### config.mk
export PLATFORM = sky130hd
export DESIGN_NAME = corescore_stream_arbiter
export DESIGN_NICKNAME = d
export VERILOG_FILES = /design/src/rtl/corescore_stream_pkg.sv /design/src/rtl/corescore_rr_pick.sv /design/src/rtl/corescore_stream_arbiter.sv
export SDC_FILE = /design/constraint.sdc
export NUM_CORES = 1
export LEC_CHECK = 0
export BUFFER_PORTS_ARGS = -buffer_cell sky130_fd_sc_hd__buf_2
export CORE_UTILIZATION = 31
export DETAILED_ROUTE_END_ITERATION = 12
export HOLD_SLACK_MARGIN = 0.02
export PLACE_DENSITY_LB_ADDON = 0.3
export SLEW_MARGIN = 20
export SYNTH_ARGS = -nofsm -noshare
export SYNTH_HDL_FRONTEND = slang
export SYNTH_SLANG_ARGS = --single-unit
### constraint.sdc
create_clock -name i_clk -period 2.1 [get_ports i_clk]
set_clock_uncertainty 0.15 [all_clocks]
set_input_delay 0.105 -clock i_clk [delete_from_list [all_inputs] [get_ports i_clk]]
set_output_delay 0.105 -clock i_clk [all_outputs]
set_load 0.01 [all_outputs]
### src/rtl/corescore_stream_pkg.sv
// Shared types and helpers for the corescore stream arbiter and its round-robin picker.
package corescore_stream_pkg;

  localparam int DATA_W_DEF = 8;

  typedef enum logic {
    ST_IDLE = 1'b0,
    ST_BUSY = 1'b1
  } state_e;

  // Index width that stays at least one bit wide when there is only one source.
  function automatic int idx_w(input int n);
    return (n > 1) ? $clog2(n) : 1;
  endfunction

endpackage

### src/rtl/corescore_rr_pick.sv
// Combinational round-robin picker: first asserted req at or after ptr, wrapping.
module corescore_rr_pick
  import corescore_stream_pkg::*;
#(
  parameter int NUM_SRC = 4,
  parameter int IW      = idx_w(NUM_SRC)
) (
  input  logic [NUM_SRC-1:0] req,
  input  logic [IW-1:0]      ptr,
  output logic [IW-1:0]      idx,
  output logic               any
);

  logic [IW:0]   sum;
  logic [IW-1:0] j;

  // Scan from the farthest offset down so the offset closest to ptr wins last.
  // With a single source ptr is always 0 and this collapses to idx = 0.
  always_comb begin
    idx = '0;
    any = 1'b0;
    sum = '0;
    j   = '0;
    for (int i = NUM_SRC - 1; i >= 0; i--) begin
      sum = {1'b0, ptr} + (IW+1)'(i);
      if (sum >= (IW+1)'(NUM_SRC)) sum = sum - (IW+1)'(NUM_SRC);
      j = sum[IW-1:0];
      if (req[j]) begin
        idx = j;
        any = 1'b1;
      end
    end
  end

endmodule

### src/rtl/corescore_stream_arbiter.sv
// Packet-granular round-robin arbiter sharing one AXI-Stream byte sink among NUM_SRC
// requesters, with one registered output stage and a wrapping delivered-packet counter.
module corescore_stream_arbiter
  import corescore_stream_pkg::*;
#(
  parameter int NUM_SRC = 4,
  parameter int DATA_W  = DATA_W_DEF,
  parameter int CNT_W   = 16
) (
  input  logic                      i_clk,
  input  logic                      i_rst_n,
  input  logic [NUM_SRC*DATA_W-1:0] i_tdata,
  input  logic [NUM_SRC-1:0]        i_tlast,
  input  logic [NUM_SRC-1:0]        i_tvalid,
  output logic [NUM_SRC-1:0]        o_tready,
  output logic [DATA_W-1:0]         o_tdata,
  output logic                      o_tlast,
  output logic                      o_tvalid,
  input  logic                      i_tready,
  output logic [NUM_SRC-1:0]        o_grant,
  output logic [CNT_W-1:0]          o_pkt_cnt
);

  localparam int IW = idx_w(NUM_SRC);

  state_e             state;
  logic [IW-1:0]      rr_ptr;
  logic [IW-1:0]      own;
  logic [IW-1:0]      pick_idx;
  logic               pick_any;
  logic [IW-1:0]      ptr_nxt;
  logic [DATA_W-1:0]  own_data;
  logic               own_last;
  logic               own_valid;
  logic               load_en;
  logic               accept;

  corescore_rr_pick #(
    .NUM_SRC (NUM_SRC),
    .IW      (IW)
  ) u_pick (
    .req (i_tvalid),
    .ptr (rr_ptr),
    .idx (pick_idx),
    .any (pick_any)
  );

  always_comb begin
    own_data  = '0;
    own_last  = 1'b0;
    own_valid = 1'b0;
    for (int k = 0; k < NUM_SRC; k++) begin
      if (own == IW'(k)) begin
        own_data  = i_tdata[k*DATA_W +: DATA_W];
        own_last  = i_tlast[k];
        own_valid = i_tvalid[k];
      end
    end
  end

  // Output stage can take a beat whenever it is empty or draining this cycle.
  assign load_en  = !o_tvalid || i_tready;
  assign o_tready = (state == ST_BUSY && load_en) ? o_grant : '0;
  assign accept   = (state == ST_BUSY) && load_en && own_valid;
  assign ptr_nxt  = (own == IW'(NUM_SRC - 1)) ? '0 : own + IW'(1);

  always_ff @(posedge i_clk or negedge i_rst_n) begin
    if (!i_rst_n) begin
      state    <= ST_IDLE;
      rr_ptr   <= '0;
      own      <= '0;
      o_grant  <= '0;
      o_tvalid <= 1'b0;
      o_tdata  <= '0;
      o_tlast  <= 1'b0;
    end else begin
      if (accept) begin
        o_tdata  <= own_data;
        o_tlast  <= own_last;
        o_tvalid <= 1'b1;
      end else if (i_tready) begin
        o_tvalid <= 1'b0;
      end
      case (state)
        ST_IDLE: begin
          if (pick_any) begin
            own     <= pick_idx;
            o_grant <= NUM_SRC'(1) << pick_idx;
            state   <= ST_BUSY;
          end
        end
        ST_BUSY: begin
          // Finisher goes to the back of the queue for the next round.
          if (accept && own_last) begin
            rr_ptr  <= ptr_nxt;
            o_grant <= '0;
            state   <= ST_IDLE;
          end
        end
        default: state <= ST_IDLE;
      endcase
    end
  end

  always_ff @(posedge i_clk or negedge i_rst_n) begin
    if (!i_rst_n)                           o_pkt_cnt <= '0;
    else if (o_tvalid && i_tready && o_tlast) o_pkt_cnt <= o_pkt_cnt + CNT_W'(1);
  end

endmodule
==> reports/metrics.csv, run 1 <==
stage;metric;value;unit
synthesis;netlist-cell-type-count;40;
layout;layout_common_cells;buf_2, dfrtp_1, nand2_1;
route;drt_iter0_drc;59;
floorplanning;dieArea;6540;um^2
global_routing;grt-busiest-layer;met2;
synthesis;ys.flop_type;dfrtp_1;
setup_path;reg2reg_depth;6;
floorplanning;die_w;80.9;um
global_routing;grt_max_degree;36;
route;routedWlPerCell;13.2;um
setup_path;r2r_slack;20;ps
clock_network;clk_root_buffer_cell;clkbuf_8;
min_path;hold_path_class;in -> reg;
layout;fin_nets;339;
global_routing;use_met2;25.9;%
floorplanning;core_area;5960;um^2
synthesis;ys_ff_latch;35;
clock_network;cts.htree.levels;2;
floorplanning;dieHeight;80.9;um
synthesis;syn_nets;237;
global_routing;grtUsageMet1;17.4;%
run_status;status;finished clean;
min_path;hp-start;i_tdata[30];
floorplanning;pin_count;77;
sta;relSlewSlack;47.2;%
setup_path;crit_path_start_kind;register;
place;dpl_worst_slack;-62.6;ps
clock_network;cts_tree;built;
clock_network;clk_pin_slew;70;ps
synthesis;syn_avg_cell_area;10.2;um^2
pwr;p_leak;0.00140;uW
sta;max_freq;0.480;GHz
setup_path;cp_max_fo;4;
flow_run;drv_cap;0;
clock_network;clock_sinks;35;
synthesis;syn_area;1930;um^2
sta;finalHoldViolCount;0;
layout;syn2layout_area_growth;43.4;%
synthesis;synth_cells;189;
layout;antennaDiodeCount;0;
global_routing;grt_pass1_vias;1654;
setup_path;max_stage_delay;460;ps
sta;holdWs;29.7;ps
min_path;hold_end;o_tdata[6];
layout;final_common_cell;buf_2;
sta;fin_crit_sh;99.3;%
route;ant_nets;0;
route;drtPass1Iterations;4;
route;totalWireLength;4.83;mm
route;num_vias;1787;
sta;slew_viol_final;0;
floorplanning;rows;28;
setup_path;cp_cell_sequence;inv_4, ha_4, nand3b_1, a221o_1, a221oi_4, mux2_4;
synthesis;ys_seq_area_share;45.4;%
global_routing;grt.total_usage;14.8;%
setup_path;worstSetupPathType;reg -> reg;
global_routing;grt_pass1_wl;7.40;mm
sta;rsz0062_at_grt;yes;
setup_path;cp_data_arrival_time;2100;ps
clock_network;insertion_delay;290;ps
sta;worst_pin_slew;792;ps
setup_path;reg2reg_from;own[0];
route;avgViaCountPerCell;4.87;
layout;final_layout_size_suffix_gt1_share;43.2;%
setup_path;slowest_stage;dfrtp_2;
min_path;min_delay_path_depth;3;
clock_network;cts_inserted_buffers;5;
pwr;ir_drop;566;uV
synthesis;synth_warnings;0;
layout;fillCellCount;575;
setup_path;critPathRequiredTime;2120;ps
place;routabilityCongestion;0.761;
sta;setup_viol;0;
route;drcViolationCount;0;
synthesis;synth-edff-count;0;
global_routing;grt-ovfl-total;0;
global_routing;grtUsageMet3;3.71;%
pwr;power_density;1230;nW/um^2
place;port_buffers;76;
synthesis;async_reset_ff_share;100;%
setup_path;worst_setup_path_end_kind;register;
place;dpl.hpwl;3.48;mm
clock_network;clock_path_buffers;2;
global_routing;antenna_found_initial;0;
sta;min_period;2080;ps
floorplanning;start_util;32.4;%
sta;finalWorstSetupSlack;15.5;ps
setup_path;worst_r2r_endpoint;rr_ptr[1];
## worst max-delay path: cells and delay by family, from the launching register on
family | cells | cell delay (ps)
flip-flops | 1 | 460
multiplexers | 1 | 330
buffers and inverters | 1 | 90
AO/OA/AOI/OAI | 2 | 670
adder cells (fa/ha/maj) | 1 | 160
AND/OR/NAND/NOR | 1 | 80
## per-layer routing
metal  wire length [um]  vias to the layer above
li1                   -                      891
met1               2150                      829
met2               2300                       63
met3                346                        4
met4                 35                        0
met5                  0                        -
## layout make-up
class | count | area (um^2) | area share (%)
multi-input cells | 140 | 1070 | 38.8
flip-flops and latches | 35 | 877 | 31.7
repair buffers | 100 | 584 | 21.1
clock buffers | 8 | 100 | 3.62
well taps | 75 | 93.8 | 3.39
inverters | 9 | 36.3 | 1.31
## stage by stage
stage / instances / utilization (%) / TNS (ps) / total power [uW] / instance area [um^2]
after floorplan: 189 / - / 0 / 2090 / 1930
after global placement: 347 / 41.6 / 0 / 2650 / 2470
after detailed placement: 347 / 41.6 / -518 / 2690 / 2470
after CTS: 366 / 45.7 / 0 / 3360 / 2720
after global routing: 367 / 46.4 / -222 / 3680 / 2770
final: 367 / 46.4 / 0 / 3410 / 2770
## synth_stat cells (2+ instances only)
master	number	share of area [%]
a21oi_1	7	1.8
a221oi_1	7	3.2
and3_1	6	1.9
buf_2	4	1.0
clkbuf_1	2	0.39
dfrtp_1	35	45
ha_1	5	3.2
inv_1	9	1.8
mux2_2	9	5.3
mux2_4	2	1.6
nand2_1	24	4.7
nand2b_1	3	0.97
nand3_1	4	1.0
nand4_1	3	0.97
nor2_1	8	1.6
nor2b_1	8	2.6
nor3_1	5	1.3
o21ai_0	4	1.0
o31ai_1	7	2.7
o32ai_1	4	1.8
xnor2_1	7	3.2
xor2_1	8	3.6
## registers in the layout, summed over array words and instances, names as in the netlist
name       cells
state          1
o_grant        4
o_pkt_cnt     16
o_tvalid       1
own            2
rr_ptr         2
o_tdata        8
o_tlast        1
## power breakdown
group | internal [uW] | switching, uW | total, uW
clock | 299 | 238 | 538
combinational | 936 | 879 | 1820
sequential | 884 | 177 | 1060
## worst max-delay path by stage
stage | startpoint | endpoint | slack, ps | depth (start not counted)
2_1_floorplan | own[0] | rr_ptr[1] | 10 | 6
3_3_place_gp | own[0] | o_tdata[5] | 10 | 6
3_5_place_dp | own[1] | o_tdata[0] | -60 | 6
4_1_cts | own[1] | rr_ptr[1] | 1 | 6
5_1_grt | own[1] | rr_ptr[1] | -50 | 7
6_report | own[0] | rr_ptr[1] | 20 | 6
## cells by family after synthesis
logic type / synth area share (%)
and+or+nand+nor: 17.9
AOI/OAI and AO/OA: 16.1
DFF: 45.4
xor gates and xnor gates: 6.81
buffers and inverters: 3.18
muxes: 7.33
adders and majority gates: 3.24
## what timing repair did
action	4_1_cts	5_1_grt
setup endpoints to repair	11	17
gates resized for setup	10	7
pin swaps	3	5
endpoints found under the hold margin	43	0
buffers inserted	3	0
hold buffers	8	0
cloned	0	1
Note: power is estimated with default switching activity, not from simulation.
==> run 2, diff against run 1 <==
--- a/config.mk
+++ b/config.mk
@@ -6,6 +6,7 @@
 export NUM_CORES = 1
 export LEC_CHECK = 0
 export BUFFER_PORTS_ARGS = -buffer_cell sky130_fd_sc_hd__buf_2
+export CORE_ASPECT_RATIO = 0.8
 export CORE_UTILIZATION = 31
 export DETAILED_ROUTE_END_ITERATION = 12
 export HOLD_SLACK_MARGIN = 0.02
==> reports/metrics.csv, run 2 (same netlist as run 1, synthesis figures left out) <==
stage;metric;value;unit;change
place;port_buffers;76;;unchanged
global_routing;grt_pass1_wl;8.20;mm;was 7.40 mm
layout;final_area;2730;um^2;was 2770 um^2
sta;finalHoldViolCount;0;;unchanged
layout;top_register;o_pkt_cnt;;unchanged
layout;antennaDiodeCount;0;;unchanged
floorplanning;start_util;32.4;%;about the same
clock_network;clock_path_buffers;2;;unchanged
place;dpl.hpwl;3.46;mm;was 3.48 mm
setup_path;crit_path_start_kind;register;;unchanged
pwr;power.total;3310;uW;was 3410 uW
sta;setup_viol;0;;unchanged
layout;fin_nets;336;;was 339
sta;worst_pin_slew;797;ps;was 792 ps
global_routing;grt_pass1_vias;1745;;was 1654
clock_network;clk_root_buffer_cell;clkbuf_8;;unchanged
min_path;hold_path_class;in -> reg;;unchanged
route;drcViolationCount;0;;unchanged
global_routing;antenna_found_initial;0;;unchanged
clock_network;cts.htree.levels;2;;unchanged
setup_path;worst_setup_path_end_kind;register;;unchanged
global_routing;grt-ovfl-total;0;;unchanged
global_routing;grt_max_degree;36;;unchanged
place;dpl_worst_slack;-3.88;ps;was -62.6 ps
place;place_area;2480;um^2;was 2470 um^2
sta;finalWorstSetupSlack;24.7;ps;was 15.5 ps
floorplanning;dieArea;6540;um^2;about the same
floorplanning;pin_count;77;;unchanged
setup_path;cp_data_arrival_time;2090;ps;was 2100 ps
pwr;ir_drop;530;uV;was 566 uV
clock_network;cts_tree;built;;unchanged
route;num_vias;1784;;was 1787
pwr;p_leak;0.00139;uW;was 0.00140 uW
global_routing;grt.total_usage;15.7;%;was 14.8%
route;drtPass1Iterations;4;;unchanged
clock_network;cts_inserted_buffers;5;;unchanged
flow_run;drv_cap;0;;unchanged
sta;fin_crit_sh;98.8;%;was 99.3%
setup_path;critPathRequiredTime;2120;ps;about the same
floorplanning;die_w;90.2;um;was 80.9 um
layout;syn2layout_area_growth;41.8;%;was 43.4%
layout;utilization;46.0;%;was 46.4%
route;ant_nets;0;;unchanged
floorplanning;rows;25;;was 28
route;routedWlPerCell;13.1;um;was 13.2 um
layout;largest_register_ffs;16;;unchanged
route;totalWireLength;4.84;mm;was 4.83 mm
layout;layout_common_cells;buf_2, dfrtp_1, nand2_1;;unchanged
sta;relSlewSlack;46.9;%;was 47.2%
pwr;power_density;1210;nW/um^2;was 1230 nW/um^2
setup_path;worstSetupPathType;reg -> reg;;unchanged
layout;final_common_cell;buf_2;;unchanged
route;drt_iter0_drc;54;;was 59
clock_network;clock_sinks;35;;unchanged
sta;max_freq;0.482;GHz;was 0.480 GHz
sta;slew_viol_final;0;;unchanged
sta;min_period;2080;ps;about the same
place;place_inst;351;;was 347
floorplanning;core_area;5940;um^2;was 5960 um^2
place;routabilityCongestion;0.841;;was 0.761
layout;reg_top3;o_pkt_cnt: 16 flops, o_tdata: 8 flops, o_grant: 4 flops;;unchanged
layout;final_layout_size_suffix_gt1_share;41.7;%;was 43.2%
run_status;status;finished clean;;unchanged
layout;final_cells;369;;was 367
clock_network;clk_pin_slew;70;ps;about the same
setup_path;cp_max_fo;5;;was 4
route;avgViaCountPerCell;4.83;;was 4.87
floorplanning;dieHeight;72.5;um;was 80.9 um
clock_network;insertion_delay;280;ps;was 290 ps
-- run 2: timing repair --
action | 4_1_cts | 5_1_grt
buffers inserted | 1 | 1
endpoints found under the setup margin | 2 | 16
endpoints found under the hold margin | 44 | 0
hold buffers | 9 | 0
pin swaps | 1 | 1
resized for setup | 1 | 11
-- run 2: power by group --
group / switching (uW) / internal (uW) / total (uW) / leakage (uW)
clock network: 231 / 257 / 488 / 0.0000470
registers: 181 / 884 / 1070 / 0.000448
logic: 835 / 917 / 1750 / 0.000895
-- run 2: final timing paths --
check | start | depth (start not counted) | slack, ps | end
worst max-delay path | own[0] | 6 | 20 | rr_ptr[0]
worst min-delay path | i_tdata[28] | 4 | 40 | o_tdata[4]
worst max register to register | own[0] | 6 | 20 | rr_ptr[0]
worst min register to register | o_pkt_cnt[15] | 1 | 310 | o_pkt_cnt[15]
max in group asynchronous | i_rst_n | 2 | 940 | own[0]
min in group asynchronous | i_rst_n | 2 | 300 | o_pkt_cnt[15]
-- run 2: through the flow --
step	hold slack, ps	setup TNS, ps
finish	37.7	0
global route	30.7	-91.4
CTS	24.1	0
detailed placement	86.6	-3.88
global placement	85.8	0
floorplan	-341	0
-- run 2: layout make-up --
cell class / count / area [um^2]
Timing Repair Buffer: 98 / 584
Sequential cell: 35 / 877
Inverter: 9 / 33.8
Fill cell: 589 / 3210
Tap cell: 81 / 101
Clock buffer: 6 / 82.6
Clock inverter: 1 / 5.00
Multi-Input combinational cell: 139 / 1050
-- run 2: routing by layer --
metal  track usage, %  wire [um]  up-vias
li1                 -          -      879
met1             21.2       2300      851
met2             24.4       2230       50
met3             4.40        277        4
met4             4.84         35        0
met5                0          0        -
-- run 2: critical path, cell delays in order, from the launching register on --
cell	delay, ps
dfrtp_2	450
inv_2	120
ha_4	160
nand3b_1	90
a221o_1	350
a221oi_4	310
mux2_4	330
